--- config.mk ---
export PLATFORM = sky130hd
export DESIGN_NAME = axis_packet_generator
export DESIGN_NICKNAME = d
export VERILOG_FILES = /design/src/rtl/axis_gen_pkg.sv /design/src/rtl/axis_pattern_gen.sv /design/src/rtl/axis_packet_generator.sv
export SDC_FILE = /design/constraint.sdc
export NUM_CORES = 1
export LEC_CHECK = 0
export ABC_AREA = 1
export BUFFER_PORTS_ARGS = -buffer_cell sky130_fd_sc_hd__buf_2
export CORE_MARGIN = 2
export CORE_UTILIZATION = 52
export CTS_CLUSTER_DIAMETER = 60
export DETAILED_ROUTE_END_ITERATION = 8
export PLACE_DENSITY_LB_ADDON = 0.1
export SETUP_SLACK_MARGIN = 0.02
export SYNTH_ARGS = -nofsm -noshare
export SYNTH_HDL_FRONTEND = slang
export SYNTH_HIERARCHICAL = 1
export SYNTH_SLANG_ARGS = --single-unit
--- constraint.sdc ---
create_clock -name aclk -period 1.9 [get_ports aclk]
set_input_delay 0.19 -clock aclk [delete_from_list [all_inputs] [get_ports aclk]]
set_output_delay 0.19 -clock aclk [all_outputs]
set_load 0.01 [all_outputs]
--- src/rtl/axis_gen_pkg.sv ---
// Shared types and helpers for the AXI4-Stream packet generator.
//   state_t       : top-level FSM states
//   MODE_*        : payload pattern selectors
//   LFSR_TAPS     : tap mask for x^8+x^6+x^5+x^4+1 (bits 7,5,4,3)
//   lfsr_next()   : one left shift of the Fibonacci LFSR
//   pattern_init(): first byte of a frame for a given seed/mode
package axis_gen_pkg;

    typedef enum logic [1:0] {
        IDLE = 2'd0,
        SEND = 2'd1,
        GAP  = 2'd2,
        FIN  = 2'd3
    } state_t;

    localparam logic [1:0] MODE_INCR  = 2'd0;
    localparam logic [1:0] MODE_CONST = 2'd1;
    localparam logic [1:0] MODE_LFSR  = 2'd2;
    localparam logic [1:0] MODE_ALT   = 2'd3;

    localparam logic [7:0] LFSR_TAPS = 8'hB8;

    function automatic logic [7:0] lfsr_next(input logic [7:0] d);
        return {d[6:0], ^(d & LFSR_TAPS)};
    endfunction

    // An all-zero LFSR state would lock up, so seed 0 starts from 0x01.
    function automatic logic [7:0] pattern_init(input logic [7:0] seed, input logic [1:0] mode);
        return ((mode == MODE_LFSR) && (seed == 8'h00)) ? 8'h01 : seed;
    endfunction

endpackage

--- src/rtl/axis_pattern_gen.sv ---
// Payload byte generator for axis_packet_generator.
//   aclk, aresetn : clock, asynchronous active-low reset
//   load          : latch seed/mode and restart the pattern (accepted start)
//   rewind        : restart the pattern from the latched seed (frame end)
//   advance       : step the pattern (beat handshake)
//   seed, mode    : configuration sampled on load
//   data          : current payload byte
module axis_pattern_gen
    import axis_gen_pkg::*;
(
    input  logic       aclk,
    input  logic       aresetn,
    input  logic       load,
    input  logic       rewind,
    input  logic       advance,
    input  logic [7:0] seed,
    input  logic [1:0] mode,
    output logic [7:0] data
);

    logic [7:0] seed_q;
    logic [1:0] mode_q;

    // rewind has priority over advance: the last beat of a frame steps
    // straight back to the seed instead of producing one more value.
    always_ff @(posedge aclk or negedge aresetn) begin
        if (!aresetn) begin
            seed_q <= 8'h00;
            mode_q <= MODE_INCR;
            data   <= 8'h00;
        end else if (load) begin
            seed_q <= seed;
            mode_q <= mode;
            data   <= pattern_init(seed, mode);
        end else if (rewind) begin
            data <= pattern_init(seed_q, mode_q);
        end else if (advance) begin
            case (mode_q)
                MODE_INCR:  data <= data + 8'd1;
                MODE_CONST: data <= data;
                MODE_LFSR:  data <= lfsr_next(data);
                default:    data <= ~data;
            endcase
        end
    end

endmodule

--- src/rtl/axis_packet_generator.sv ---
// AXI4-Stream master emitting a burst of num_pkts frames of pkt_len bytes.
//   aclk, aresetn      : clock, asynchronous active-low reset
//   start              : launch a burst (sampled only in IDLE)
//   abort              : finish the current frame, then end the burst
//   pkt_len, num_pkts  : frame length and frame count, latched on start
//   mode, seed         : payload pattern selection, latched on start
//   m_axis_*           : AXI4-Stream master (tvalid/tready/tdata/tlast)
//   busy               : burst in progress (SEND or GAP)
//   done               : one-cycle pulse when the burst ends
//   pkt_count          : frames completed since the last accepted start
module axis_packet_generator
    import axis_gen_pkg::*;
#(
    parameter int LEN_W      = 8,
    parameter int CNT_W      = 16,
    parameter int GAP_CYCLES = 0
) (
    input  logic             aclk,
    input  logic             aresetn,
    input  logic             start,
    input  logic             abort,
    input  logic [LEN_W-1:0] pkt_len,
    input  logic [CNT_W-1:0] num_pkts,
    input  logic [1:0]       mode,
    input  logic [7:0]       seed,
    input  logic             m_axis_tready,
    output logic             m_axis_tvalid,
    output logic [7:0]       m_axis_tdata,
    output logic             m_axis_tlast,
    output logic             busy,
    output logic             done,
    output logic [CNT_W-1:0] pkt_count
);

    localparam int GAP_W = (GAP_CYCLES > 1) ? $clog2(GAP_CYCLES) : 1;
    localparam logic [GAP_W-1:0] GAP_LAST = GAP_W'((GAP_CYCLES > 0) ? GAP_CYCLES - 1 : 0);

    state_t           state;
    logic [LEN_W-1:0] len_q;
    logic [LEN_W-1:0] beat_cnt;
    logic [CNT_W-1:0] num_q;
    logic [GAP_W-1:0] gap_cnt;
    logic             abort_q;
    logic             accept;
    logic             handshake;
    logic             last_beat;
    logic             stop;

    assign accept    = (state == IDLE) && start;
    assign handshake = m_axis_tvalid && m_axis_tready;
    assign last_beat = handshake && m_axis_tlast;
    // abort is remembered so a short pulse mid-frame still ends the burst.
    assign stop      = ((pkt_count + CNT_W'(1)) == num_q) || abort || abort_q;

    axis_pattern_gen u_pattern (
        .aclk    (aclk),
        .aresetn (aresetn),
        .load    (accept),
        .rewind  (last_beat),
        .advance (handshake),
        .seed    (seed),
        .mode    (mode),
        .data    (m_axis_tdata)
    );

    // tlast is registered one beat ahead: it is set when beat_cnt is about
    // to reach len_q-1, so it stays stable through any stall on that beat.
    always_ff @(posedge aclk or negedge aresetn) begin
        if (!aresetn) begin
            state         <= IDLE;
            m_axis_tvalid <= 1'b0;
            m_axis_tlast  <= 1'b0;
            busy          <= 1'b0;
            done          <= 1'b0;
            pkt_count     <= '0;
            len_q         <= '0;
            num_q         <= '0;
            beat_cnt      <= '0;
            gap_cnt       <= '0;
            abort_q       <= 1'b0;
        end else begin
            done <= 1'b0;
            case (state)
                IDLE: begin
                    if (start) begin
                        len_q     <= pkt_len;
                        num_q     <= num_pkts;
                        pkt_count <= '0;
                        beat_cnt  <= '0;
                        abort_q   <= 1'b0;
                        if ((pkt_len != '0) && (num_pkts != '0)) begin
                            state         <= SEND;
                            m_axis_tvalid <= 1'b1;
                            m_axis_tlast  <= (pkt_len == LEN_W'(1));
                            busy          <= 1'b1;
                        end else begin
                            state <= FIN;
                            done  <= 1'b1;
                        end
                    end
                end
                SEND: begin
                    if (abort) abort_q <= 1'b1;
                    if (handshake) begin
                        if (m_axis_tlast) begin
                            beat_cnt  <= '0;
                            pkt_count <= pkt_count + CNT_W'(1);
                            if (stop) begin
                                state         <= FIN;
                                m_axis_tvalid <= 1'b0;
                                m_axis_tlast  <= 1'b0;
                                busy          <= 1'b0;
                                done          <= 1'b1;
                            end else if (GAP_CYCLES > 0) begin
                                state         <= GAP;
                                m_axis_tvalid <= 1'b0;
                                m_axis_tlast  <= 1'b0;
                                gap_cnt       <= '0;
                            end else begin
                                m_axis_tlast <= (len_q == LEN_W'(1));
                            end
                        end else begin
                            beat_cnt     <= beat_cnt + LEN_W'(1);
                            m_axis_tlast <= ((beat_cnt + LEN_W'(2)) == len_q);
                        end
                    end
                end
                GAP: begin
                    if (abort || abort_q) begin
                        state <= FIN;
                        busy  <= 1'b0;
                        done  <= 1'b1;
                    end else if (gap_cnt == GAP_LAST) begin
                        state         <= SEND;
                        m_axis_tvalid <= 1'b1;
                        m_axis_tlast  <= (len_q == LEN_W'(1));
                    end else begin
                        gap_cnt <= gap_cnt + GAP_W'(1);
                    end
                end
                default: begin
                    state <= IDLE;
                end
            endcase
        end
    end

endmodule

-- Word level (Yosys, flattened, before mapping)
Index checks and enable logic that the tools add are counted.
- RAM bits: 0
- register bits after elaboration: 74
- output and inout bits: 28
- ROM bits: 0
- memories: 0
- logic and storage cells: 121
- bits in latches: 0
- input port bits: 39
- div/mod/pow operators: 0
- $add $sub $neg: 5
- order comparisons: 0
- shift operators: 0
- reduce and logical (&&, ||, !) cells: 29
- multiply operators: 0
- equality and inequality tests: 20
- mux-type cells: 51
- bitwise logic cells: 2
- operator list (kind ; count):
    8-bit two-way mux ; 8
    16-bit two-way mux ; 3
    16-bit case mux with 2 select lines ; 1
    1-bit two-way mux ; 24
    8-bit case mux with 3 select lines ; 1
    16-bit by 1-bit adder with 16-bit output, second input constant ; 1
    8-bit by 1-bit adder with 8-bit output, second input constant ; 2
    16-bit == test ; 1
    8-bit by 1-bit == test with 1-bit output, second input constant ; 2
    8-bit logical NOT ; 2
    2-bit inequality test, second input constant ; 8
    8-bit case mux with 2 select lines ; 1
    16-bit nonzero test ; 1
    2-bit two-way mux ; 7
    1-bit case mux with 3 select lines ; 4
    8-bit by 2-bit adder with 8-bit output, second input constant ; 1
    8-bit == test ; 1
    8-bit NOT ; 1
    8-bit AND reduction ; 1
    8-bit nonzero test ; 1
    8-bit XOR reduction ; 1
    7-bit AND reduction ; 1
    2-bit == test, second input constant ; 3
    1-bit logical AND ; 6
    other kinds (16) ; 25

-- Logic depth before layout (Yosys ltp)
- depth in word-level cells: 8
- mapped depth: 16
- gate-level depth less buffers: 16

-- Hierarchy
Netlist, hierarchy kept.
- by module, submodules not included (module ; cells each ; seq. area each (sq um) ; instances ; area each (sq um)):
    axis_packet_generator ; 462 ; 1376.3 ; 1 ; 3395.8
    axis_pattern_gen ; 176 ; 450.4 ; 1 ; 1232.4

-- Worst setup path after synthesis
No wires, ideal clock.
- kind: reg2reg
- start: register pkt_count[0]
- end: register busy
- cell stages (with the launch flop): 15
- library setup time: 0.122 ns
- clock period less this slack: 1.962 ns
- setup slack: -0.062 ns
- buffers on the path: 0
- data required time: 1.778 ns
- arrival: 1.841 ns
- path through: dfrtp_1 -> ha_1 -> or2_2 -> nand3b_1 -> nand2_1 -> nor2_1 -> nand2_1 -> nor2_1 -> nand3_1 -> nor2_1 -> nand2_2 -> nand3_2 -> nand4_1 -> nand2_1 -> o21ai_1
- longest elaborated chain between the ends: 6
- ends and longest elaborated chain (element ; RTL line ; source):
    start: declaration ; axis_packet_generator.sv:32 ; output logic [CNT_W-1:0] pkt_count
    start signal: assignment ; axis_packet_generator.sv:107 ; pkt_count <= pkt_count + CNT_W'(1);
    16-bit by 1-bit adder with 16-bit output ; axis_packet_generator.sv:53 ; assign stop = ((pkt_count + CNT_W'(1)) == num_q) || abort || abort_q;
    16-bit == test ; axis_packet_generator.sv:53 ;
    1-bit logical OR (2 in series) ; axis_packet_generator.sv:53 ;
    2-bit inequality test (no line) ; n/a ;
    7-bit AND reduction (no line) ; n/a ;
    end signal: assignment ; axis_packet_generator.sv:73 ; busy <= 1'b0;
    end signal: assignment ; axis_packet_generator.sv:95 ; busy <= 1'b1;
    end signal: assignment ; axis_packet_generator.sv:112 ; busy <= 1'b0;
    end: declaration ; axis_packet_generator.sv:30 ; output logic busy,
Every way passes these cells.
A chain may end at the register's enable or synchronous reset.

-- Worst setup path after layout
Ends and elaborated chain as after synthesis.

==> impl_metrics.env <==
export IMPL_rsz0062_at_grt="true"
export IMPL_port_buffers=66
export IMPL_status="finished with violations"
export IMPL_p_total_uw=9550
export IMPL_cp_max_fo=5
export IMPL_critPathCaptureType="flip-flop"
export IMPL_area_growth_pct=28.9
export IMPL_synth_top_area_share=0.395
export IMPL_gp_congestion=0.910
export IMPL_critPathLaunchType="flip-flop"
export IMPL_synthTopCellsByArea="dfrtp_1, nand2_1, inv_1"
export IMPL_antenna_found_initial=0
export IMPL_drt_iter0_drc=382
export IMPL_finClkSkew_ns=0.00682
export IMPL_grt_max_degree=30
export IMPL_synthFlopType="dfrtp_1"
export IMPL_powerDensity_nw_per_um2=1600
export IMPL_cts_root_buf="clkbuf_8"
export IMPL_avgViaCountPerCell=5.51
export IMPL_final_util=0.687
export IMPL_synthCells=638
export IMPL_crit_required_ns=2.14
export IMPL_fmax_mhz=475
export IMPL_tightest_slew_ns=0.603
export IMPL_post_synth_top_area_cell="dfrtp_1"
export IMPL_clock_latency_ns=0.36
export IMPL_hold_viol_final=0
export IMPL_rows=34
export IMPL_async_flop_share=1.00
export IMPL_cts_buffer_depth=2
export IMPL_ant_nets=0
export IMPL_grt_usage=0.271
export IMPL_relSlewSlack=0.598
export IMPL_avgSynthCellArea_um2=7.25
export IMPL_diodes=0
export IMPL_nets=809
export IMPL_dp_cells=845
export IMPL_drv_cap=0
export IMPL_setup_slack_ns=-0.204
export IMPL_max_vdd_ir_drop_mv=0.894
export IMPL_slew_viol_final=0
export IMPL_grt_pass1_wl_um=21400
export IMPL_fp_dieH_um=98.3
export IMPL_netlist_area_um2=4630
export IMPL_hold_class="input port to flip-flop"
export IMPL_num_vias=4811
export IMPL_grt_overflow_total=0
export IMPL_drt_total_wl_um=13000
export IMPL_failed_checks="negative setup slack"
export IMPL_pin_count=67
export IMPL_finalSetupTns_ns=-0.981
export IMPL_yosysWarnings=6
export IMPL_reg2reg_slack_ns=-0.20
export IMPL_power_leakage_uw=0.00298
export IMPL_firstDrtPassIters=8
export IMPL_wl_per_cell_um=14.9
export IMPL_final_min_clock_period_ns=2.10
export IMPL_core_um2=8680
export IMPL_cts_tree="yes"
export IMPL_finalCritPeriodShare=1.11
export IMPL_worstPathArrival_ns=2.35
export IMPL_start_util=0.533
export IMPL_synth_seq_cells=73
export IMPL_synth_edf_count=0
export IMPL_hpwl_um=9410
export IMPL_drcViolationCount=0
export IMPL_grt_pass1_vias=4601
export IMPL_worstSetupPathType="flip-flop to flip-flop"
export IMPL_syn_num_nets=687
export IMPL_htreeDepth=3
export IMPL_cts_sinks=73
export IMPL_synth_cell_type_count=41
export IMPL_drive_above_1_share=0.269
export IMPL_die_w_um=98.3
export IMPL_num_fill_cells=735
export IMPL_cts_buffers=9
export IMPL_stdcell_count=873
export IMPL_finalSetupViolations=6
export IMPL_dieArea_um2=9670
export IMPL_ys_seq_area_frac=0.395
export IMPL_path_clk_slew_ns=0.08
## sequential cells by signal (all words and copies together), names as in the netlist
name and count:
num_q 16, beat_cnt 8, abort_q 1, m_axis_tlast 1, pkt_count 16, u_pattern/seed_q 8, len_q 8, u_pattern/data 8
busy 1, done 1, u_pattern/mode_q 2, state 2, m_axis_tvalid 1
## worst max-delay path, cell delays in order (launching register included)
cell	delay, ns
dfrtp_2	0.42
ha_4	0.18
nand2_4	0.08
nor2_4	0.17
buf_6	0.12
nand4_1	0.11
nand3b_1	0.11
nand2_1	0.05
nor2_1	0.08
nand2_1	0.05
nor2_1	0.13
nand2_2	0.13
nand3_4	0.11
nand4_1	0.11
nand2_1	0.08
o21ai_1	0.06
## power breakdown
part           leakage [µW]  internal (µW)  switching [µW]  total (µW)
registers          0.000919           2240             702        2940
clock network      0.000109            812             624        1440
logic               0.00195           2200            2970        5180
## worst paths after layout
| kind | startpoint | depth (start not counted) | endpoint |
|---|---|---|---|
| min in group asynchronous | aresetn | 2 | num_q[7]$_DFFE_PN0P_ |
| min reg2reg | abort_q$_DFFE_PN0P_ | 2 | abort_q$_DFFE_PN0P_ |
| max in group asynchronous | aresetn | 3 | u_pattern/data[7]$_DFFE_PN0P_ |
| max | pkt_count[0]$_DFFE_PN0P_ | 15 | busy$_DFFE_PN0P_ |
| min | pkt_len[3] | 3 | len_q[3]$_DFFE_PN0P_ |
| max reg2reg | pkt_count[0]$_DFFE_PN0P_ | 15 | busy$_DFFE_PN0P_ |
## repair_timing
item                                   4_1_cts  5_1_grt
buffers inserted                             1        9
setup endpoints to repair                   23       37
hold buffers                                 1        0
resized for setup                           16       51
gates cloned                                 1        0
endpoints found under the hold margin       22        0
pin swaps                                    6       14
## final cells by class
type,count,area [µm²],share of cell area
Clock buffer,12,155,0.0260
Inverter,95,365,0.0613
Tap cell,108,135,0.0227
Multi-Input combinational cell,460,2590,0.435
Clock inverter,4,75.1,0.0126
Sequential cell,73,1830,0.307
Timing Repair Buffer,121,806,0.135
## per-stage QoR
stage | hold WS, ns | area [µm²] | worst slack, ns
5_1_grt | 0.0549 | 5960 | -0.357
3_3_place_gp | 0.233 | 5430 | -0.0740
2_1_floorplan | -0.106 | 4650 | 0.0447
3_5_place_dp | 0.233 | 5430 | -0.207
6_report | 0.0607 | 5960 | -0.204
4_1_cts | 0.0544 | 5740 | -0.134
## routing by layer
layer	track usage	up-vias	wire [µm]
met1	0.363	2246	5490
met4	0.100	0	372
li1	-	2341	-
met3	0.0415	37	799
met5	0	-	0
met2	0.446	187	6320
## placed cells by master (no fill, tap or decap), types with 11 or more instances in the layout
master / count
clkbuf_8: 11
nand4_1: 20
nand3_1: 46
nand2_2: 13
buf_4: 45
o21ai_0: 46
nor2_1: 41
buf_2: 66
dfrtp_1: 68
nand2_1: 154
a21oi_1: 29
o21ai_1: 14
inv_1: 87
## cells in the mapped netlist (7+ instances only)
library cell and count:
dfrtp_1 73, nand2_1 164, inv_1 93, ha_1 10, nand4_1 20, a21oi_1 30, nand3_1 54, xor2_1 7
nand3b_1 7, nor2_1 45, nor3_1 9, o21ai_0 58
## cell families (layout without fill, tap and decap cells)
family          Yosys count  in the layout  share of synthesized area
simple gates            323            324                      0.320
compound gates          112            112                      0.138
buf+inv                 106            232                     0.0879
flops                    73             73                      0.395
xor+xnor                 14             14                     0.0324
fa+ha+maj                10             10                     0.0270
Note: power is estimated with default switching activity, not from simulation.
